File: src/rtl/aes_enc_pkg.sv
// -----------------------------------------------------------------------------
// aes_enc_pkg
// Shared constants and types for the AES-256 encryption round controller.
//   NR       : number of AES rounds (14 for AES-256)
//   NKEYS    : number of round keys held in the key ROM (NR+1)
//   KADDR_W  : key-ROM address width (2**KADDR_W >= NKEYS)
//   LOAD_CYC : cycles spent on the initial key addition (read + capture)
//   STAGE_W  : width of the per-window stage counter (ROUND_LAT up to 7)
// -----------------------------------------------------------------------------
package aes_enc_pkg;

    localparam int NR       = 14;
    localparam int NKEYS    = NR + 1;
    localparam int KADDR_W  = 4;
    localparam int LOAD_CYC = 2;
    localparam int STAGE_W  = 3;

    typedef enum logic [2:0] {
        IDLE,
        LOAD,
        ROUND,
        FINAL,
        HOLD
    } enc_ctrl_state_t;

endpackage

File: src/rtl/mod_enc_stage_timer.sv
// -----------------------------------------------------------------------------
// mod_enc_stage_timer
// Stage counter for one round window. Counts 0..ROUND_LAT-1 while en is high
// and wraps at the window end; clr forces the next count to 0.
// Ports:
//   clk, resetn : clock, asynchronous active-low reset
//   clr         : restart the count at 0 on the next edge (priority over en)
//   en          : advance the count
//   stage_cnt   : current stage (registered)
//   stage_nxt   : stage the counter will hold after the next edge
//   last_stage  : current stage is ROUND_LAT-1 (window ends this cycle)
//   rd_stage    : next stage is ROUND_LAT-2 (key-ROM read cycle is next)
//   rk_stage    : next stage is ROUND_LAT-1 (key capture cycle is next)
// The rd/rk pulses look one cycle ahead so that the controller can register
// its strobes and still have them land in the right stage.
// -----------------------------------------------------------------------------
module mod_enc_stage_timer
    import aes_enc_pkg::*;
#(
    parameter int ROUND_LAT = 3
) (
    input  logic               clk,
    input  logic               resetn,
    input  logic               clr,
    input  logic               en,
    output logic [STAGE_W-1:0] stage_cnt,
    output logic [STAGE_W-1:0] stage_nxt,
    output logic               last_stage,
    output logic               rd_stage,
    output logic               rk_stage
);

    assign last_stage = (stage_cnt == STAGE_W'(ROUND_LAT - 1));

    // NOTE: combinational blocks assign a default first so no path can infer a latch.
    always_comb begin
        stage_nxt = stage_cnt;
        if (clr) begin
            stage_nxt = '0;
        end else if (en) begin
            stage_nxt = last_stage ? '0 : stage_cnt + 1'b1;
        end
    end

    assign rd_stage = (stage_nxt == STAGE_W'(ROUND_LAT - 2));
    assign rk_stage = (stage_nxt == STAGE_W'(ROUND_LAT - 1));

    // NOTE: sequential state uses non-blocking assignments only.
    always_ff @(posedge clk or negedge resetn) begin
        if (!resetn) begin
            stage_cnt <= '0;
        end else begin
            stage_cnt <= stage_nxt;
        end
    end

endmodule

File: src/rtl/mod_enc_round_ctrl.sv
// -----------------------------------------------------------------------------
// mod_enc_round_ctrl
// Round sequencer for the AES-256 encryption datapath. Accepts one block per
// handshake, runs the initial key addition (LOAD), rounds 1..NR-1 (ROUND) and
// the final round (FINAL, MixColumns bypassed), then holds out_valid (HOLD)
// until the consumer takes the ciphertext. One block in flight at a time.
// Ports:
//   clk, resetn  : clock, asynchronous active-low reset
//   abort        : (only with AES_ENC_CTRL_ABORT_EN) synchronous abort to IDLE
//   in_valid     : input block available
//   in_ready     : controller can accept a block (IDLE only)
//   key_addr     : round-key index to the key ROM (0..NR)
//   key_rd_en    : key-ROM read enable (ROM read latency is one cycle)
//   sel_init     : 1 = addRoundKey takes the plaintext, 0 = round feedback
//   rk_en        : addRoundKey capture strobe, one per key addition
//   bypass_mix   : skip MixColumns (final round window)
//   round        : current round number (0 = initial key addition)
//   out_valid    : ciphertext valid at the addRoundKey output
//   out_ready    : consumer accepts the ciphertext
//   busy         : block in flight (any state other than IDLE)
// Optional build macro: AES_ENC_CTRL_ABORT_EN adds the abort input.
// All outputs are registered: they are computed from the next state.
// -----------------------------------------------------------------------------
module mod_enc_round_ctrl #(
    parameter int NR        = aes_enc_pkg::NR,
    parameter int ROUND_LAT = 3,
    parameter int KADDR_W   = aes_enc_pkg::KADDR_W
) (
    input  logic               clk,
    input  logic               resetn,
`ifdef AES_ENC_CTRL_ABORT_EN
    input  logic               abort,
`endif
    input  logic               in_valid,
    output logic               in_ready,
    output logic [KADDR_W-1:0] key_addr,
    output logic               key_rd_en,
    output logic               sel_init,
    output logic               rk_en,
    output logic               bypass_mix,
    output logic [KADDR_W-1:0] round,
    output logic               out_valid,
    input  logic               out_ready,
    output logic               busy
);

    import aes_enc_pkg::*;

    localparam logic [KADDR_W-1:0] LAST_ROUND = KADDR_W'(NR);
    localparam logic [KADDR_W-1:0] FIRST_RND  = KADDR_W'(1);

    enc_ctrl_state_t    state, state_nxt;
    logic [KADDR_W-1:0] round_nxt;
    logic               abort_w;
    logic               in_window_nxt;
    logic               timer_clr, timer_en;
    logic [STAGE_W-1:0] stage_cnt, stage_nxt;
    logic               last_stage, rd_stage, rk_stage;

`ifdef AES_ENC_CTRL_ABORT_EN
    assign abort_w = abort;
`else
    assign abort_w = 1'b0;
`endif

    mod_enc_stage_timer #(
        .ROUND_LAT (ROUND_LAT)
    ) u_stage_timer (
        .clk        (clk),
        .resetn     (resetn),
        .clr        (timer_clr),
        .en         (timer_en),
        .stage_cnt  (stage_cnt),
        .stage_nxt  (stage_nxt),
        .last_stage (last_stage),
        .rd_stage   (rd_stage),
        .rk_stage   (rk_stage)
    );

    always_comb begin
        state_nxt = state;
        round_nxt = round;
        case (state)
            IDLE: begin
                if (in_valid && in_ready) begin
                    state_nxt = LOAD;
                end
            end
            LOAD: begin
                if (stage_cnt == STAGE_W'(LOAD_CYC - 1)) begin
                    round_nxt = FIRST_RND;
                    state_nxt = (LAST_ROUND == FIRST_RND) ? FINAL : ROUND;
                end
            end
            ROUND: begin
                if (last_stage) begin
                    round_nxt = round + 1'b1;
                    if (round_nxt == LAST_ROUND) begin
                        state_nxt = FINAL;
                    end
                end
            end
            FINAL: begin
                if (last_stage) begin
                    state_nxt = HOLD;
                end
            end
            HOLD: begin
                if (out_ready) begin
                    state_nxt = IDLE;
                    round_nxt = '0;
                end
            end
            default: begin
                state_nxt = IDLE;
                round_nxt = '0;
            end
        endcase
        // Abort wins over everything, including the output handshake.
        if (abort_w) begin
            state_nxt = IDLE;
            round_nxt = '0;
        end
    end

    assign in_window_nxt = (state_nxt == ROUND) || (state_nxt == FINAL);
    // Every state change restarts the stage count; inside ROUND the timer
    // wraps on its own at each window end.
    assign timer_clr     = (state_nxt != state);
    assign timer_en      = (state == LOAD) || (state == ROUND) || (state == FINAL);

    always_ff @(posedge clk or negedge resetn) begin
        if (!resetn) begin
            state      <= IDLE;
            round      <= '0;
            key_addr   <= '0;
            in_ready   <= 1'b0;
            busy       <= 1'b0;
            key_rd_en  <= 1'b0;
            sel_init   <= 1'b0;
            rk_en      <= 1'b0;
            bypass_mix <= 1'b0;
            out_valid  <= 1'b0;
        end else begin
            state      <= state_nxt;
            round      <= round_nxt;
            // The key index tracks the round: 0 in LOAD, NR through FINAL/HOLD.
            key_addr   <= round_nxt;
            in_ready   <= (state_nxt == IDLE) && !abort_w;
            busy       <= (state_nxt != IDLE);
            key_rd_en  <= ((state_nxt == LOAD) && (stage_nxt == '0))
                          || (in_window_nxt && rd_stage);
            sel_init   <= (state_nxt == LOAD);
            rk_en      <= ((state_nxt == LOAD) && (stage_nxt == STAGE_W'(LOAD_CYC - 1)))
                          || (in_window_nxt && rk_stage);
            bypass_mix <= (state_nxt == FINAL);
            out_valid  <= (state_nxt == HOLD);
        end
    end

endmodule

File: config.mk
export PLATFORM = sky130hd
export DESIGN_NAME = mod_enc_round_ctrl
export DESIGN_NICKNAME = d
export VERILOG_FILES = /design/src/rtl/aes_enc_pkg.sv /design/src/rtl/mod_enc_stage_timer.sv /design/src/rtl/mod_enc_round_ctrl.sv
export SDC_FILE = /design/constraint.sdc
export NUM_CORES = 1
export LEC_CHECK = 0
export BUFFER_PORTS_ARGS = -buffer_cell sky130_fd_sc_hd__buf_2
export CORE_AREA = 10 10 54 56
export DETAILED_ROUTE_END_ITERATION = 8
export DIE_AREA = 0 0 64 66
export GPL_ROUTABILITY_DRIVEN = 0
export GPL_TIMING_DRIVEN = 0
export PLACE_DENSITY = 0.8
export SLEW_MARGIN = 0
export SYNTH_ARGS = -nofsm -noshare
export SYNTH_HDL_FRONTEND = slang
export SYNTH_SLANG_ARGS = --single-unit
export TNS_END_PERCENT = 1
File: constraint.sdc
create_clock -name clk -period 3.8 [get_ports clk]
set_input_delay 0.76 -clock clk [delete_from_list [all_inputs] [get_ports clk]]
set_output_delay 0.76 -clock clk [all_outputs]
set_load 0.01 [all_outputs]
==> qor.csv <==
stage;metric;value;unit
global_route;grt_overflow;0;
logic_synthesis;synthMuxAreaShare;6.26;%
sta;relSlewSlack;67.1;%
sta;fmax;549;MHz
die;initial_core_util;54.7;%
run;drv_cap;0;
logic_synthesis;synth_compound_area_share;13.1;%
sta;hold_violations;0;
layout;area_growth;14.6;%
die;core-area;0.00190;mm2
clock_network;ctsResizeCount;0;
clock_network;clkTransAtPathRegs;0.10;ns
logic_synthesis;avgSynthCellArea;10.1;um2
logic_synthesis;synth_top_family_by_area;simple AND/OR/NAND/NOR gates;
logic_synthesis;ys_warn_count;0;
logic_synthesis;synth_cell_type_count;42;
setup_path;endpoint_kind;primary output;
clock_network;cts_buffer_depth;2;
global_route;grt_usage;11.0;%
pwr;p_leak;0.000578;uW
die;die-width;64;um
logic_synthesis;syn_inst;103;
global_route;grt_pass1_vias;810;
route;routedWlPerCell;14.4;um
logic_synthesis;ys_seq_elements;17;
die;num_rows;16;
place;io_buffers;18;
logic_synthesis;netlist_top_cells_area;dfrtp_1, buf_4, mux2_1;
sta;setup_viol;0;
logic_synthesis;yosys.area_share.simple;25.8;%
global_route;grt_pass1_wl;3770;um
sta;period_share;47.9;%
sta;period_minus_slack;1.82;ns
die;pin_count;19;
pwr;ir_worst_vdd;0.000415;V
route;wl;2180;um
layout;final_cell_count_no_fill;152;
clock_network;post_cts_buffers;0;
logic_synthesis;synth_top_area_share;40.9;%
clock_network;cts-root-buf;clkbuf_4;
status;status;finished, final reports clean;
logic_synthesis;synth_largest_area_cell;dfrtp_1;
route;drtIter0Drc;16;
setup_path;cp.arrival;1.06;ns
clock_network;cts_tree;done;
logic_synthesis;synth-xor-area-share;3.37;%
global_route;grt_max_degree;18;
global_route;antenna_found_initial;0;
clock_network;numCtsBuffers;3;
setup_path;crit_path_start_kind;register;
sta;setup_tns;0;ns
place;dp_cells;148;
layout;antenna_cells;0;
route;vias_per_cell;5.47;
setup_path;crit_fanout;7;
clock_network;cts_htree_levels;1;
die;die_area;0.00422;mm2
sta;skew;0.00671;ns
route;drc;0;
clock_network;cts_hold_buf;0;
logic_synthesis;synth_nets;109;
place;dp_hpwl;1720;um
route;vias;831;
pwr;power_density;693;mW/mm2
logic_synthesis;synthAdderAreaFrac;2.41;%
clock_network;clkSinkCount;17;
setup_path;path_class;register to primary output;
logic_synthesis;syn_area;0.00104;mm2
layout;final_nets;132;
route;firstDrtPassIters;4;
layout;layout-drive-gt1-share;33.6;%
logic_synthesis;synth.yosys.seq_area_share;40.9;%
sta;rsz0062_at_grt;no;
setup_path;required;3.04;ns
die;die_h;66;um
worst_hold_path;hp-class;primary input to asynchronous set/reset pin;
route;ant_nets;0;
sta;worst_slew_pin_slew;0.488;ns
sta;slew_viol_final;0;
clock_network;clkLatencyLatePin;0.30;ns
## cells by family (layout without fill, tap and decap cells)
family / after synthesis / after routing
and+or+nand+nor: 41 / 41
muxes: 6 / 6
xor gates and xnor gates: 4 / 4
AOI/OAI and AO/OA: 19 / 19
DFF: 17 / 17
adders and majority gates: 2 / 2
buffers and inverters: 14 / 36
## state kept, by name, indices dropped and copies added, names as in the netlist
signal / count
in_ready: 1
u_stage_timer.stage_cnt: 3
out_valid: 1
state: 3
bypass_mix: 1
sel_init: 1
rk_en: 1
busy: 1
round: 4
key_rd_en: 1
## stage by stage
| step | utilization (%) | power (uW) | hold WS (ns) | worst slack, ns | cell area (um2) |
|---|---|---|---|---|---|
| after floorplan | - | 612 | 0.464 | 2.10 | 1040 |
| after global placement | 61.2 | 711 | 0.543 | 1.82 | 1160 |
| after detailed placement | 61.2 | 735 | 0.554 | 1.79 | 1160 |
| after CTS | 62.6 | 835 | 0.366 | 1.96 | 1190 |
| after global routing | 62.6 | 900 | 0.368 | 1.87 | 1190 |
| final | 62.6 | 825 | 0.357 | 1.98 | 1190 |
## synthesized netlist by cell type, drive strengths merged
library cell	number
dfrtp	17
nor2	13
buf	9
a21oi	5
nand2	5
o21ai	5
mux2	4
xnor2	4
inv	3
nand3	3
nor3	3
nor4	3
nor4b	3
a2bb2oi	2
a31oi	2
a41o	2
clkbuf	2
ha	2
mux2i	2
nand4	2
nor3b	2
a41oi	1
and2	1
and3	1
nand2b	1
nor2b	1
nor4bb	1
o21bai	1
o22a	1
or2	1
or3	1
## worst paths after layout
path	from	to	slack, ns	cells past startpoint
max	round[0]$_DFFE_PN0P_	round[0]	1.98	2
min	resetn	round[2]$_DFFE_PN0P_	0.36	1
max reg2reg	round[0]$_DFFE_PN0P_	key_rd_en$_DFF_PN0_	1.99	6
min reg2reg	u_stage_timer.stage_cnt[2]$_DFF_PN0_	rk_en$_DFF_PN0_	0.57	2
max in group asynchronous	resetn	key_rd_en$_DFF_PN0_	3.17	1
min in group clk	u_stage_timer.stage_cnt[2]$_DFF_PN0_	rk_en$_DFF_PN0_	0.57	2
## cell type report
| class | count | area (um2) |
|---|---|---|
| repair buffers | 18 | 90.1 |
| flip-flops and latches | 17 | 425 |
| plain buffers | 11 | 73.8 |
| well taps | 27 | 33.8 |
| clock inverters | 1 | 5.00 |
| fillers | 162 | 711 |
| clock buffers | 3 | 22.5 |
| multi-input cells | 72 | 529 |
| inverters | 3 | 11.3 |
## placed cells by master, fill, tap and decap left out, types with 2 or more instances in the layout
master	count
buf_2	20
dfrtp_1	17
nor2_1	12
buf_4	6
xnor2_1	4
nand2_1	4
o21ai_0	4
a21oi_1	4
mux2_1	4
inv_1	3
clkbuf_4	3
nand4_1	2
nand3_1	2
nor4b_2	2
clkbuf_1	2
a31oi_1	2
a2bb2oi_1	2
nor4_1	2
a41o_1	2
nor3_1	2
mux2i_1	2
ha_1	2
## worst max-delay path: stages (launching register included)
cell	delay, ns
dfrtp_1	0.47
buf_4	0.16
buf_2	0.13
## routing by layer
layer,global-route usage (%),vias up,wire [um]
met1,12.6,397,904
li1,-,408,-
met3,3.22,3,146
met2,18.5,23,1100
met4,5.19,0,31
met5,0,-,0
## where the power goes
part | switching [uW] | total (uW) | internal [uW] | leakage, uW
Clock | 60.5 | 99.8 | 39.3 | 0.0000177
Combinational | 239 | 445 | 206 | 0.000346
Sequential | 47.6 | 280 | 232 | 0.000214
Total | 347 | 825 | 478 | 0.000578
Power figures use the tool's default switching activity.
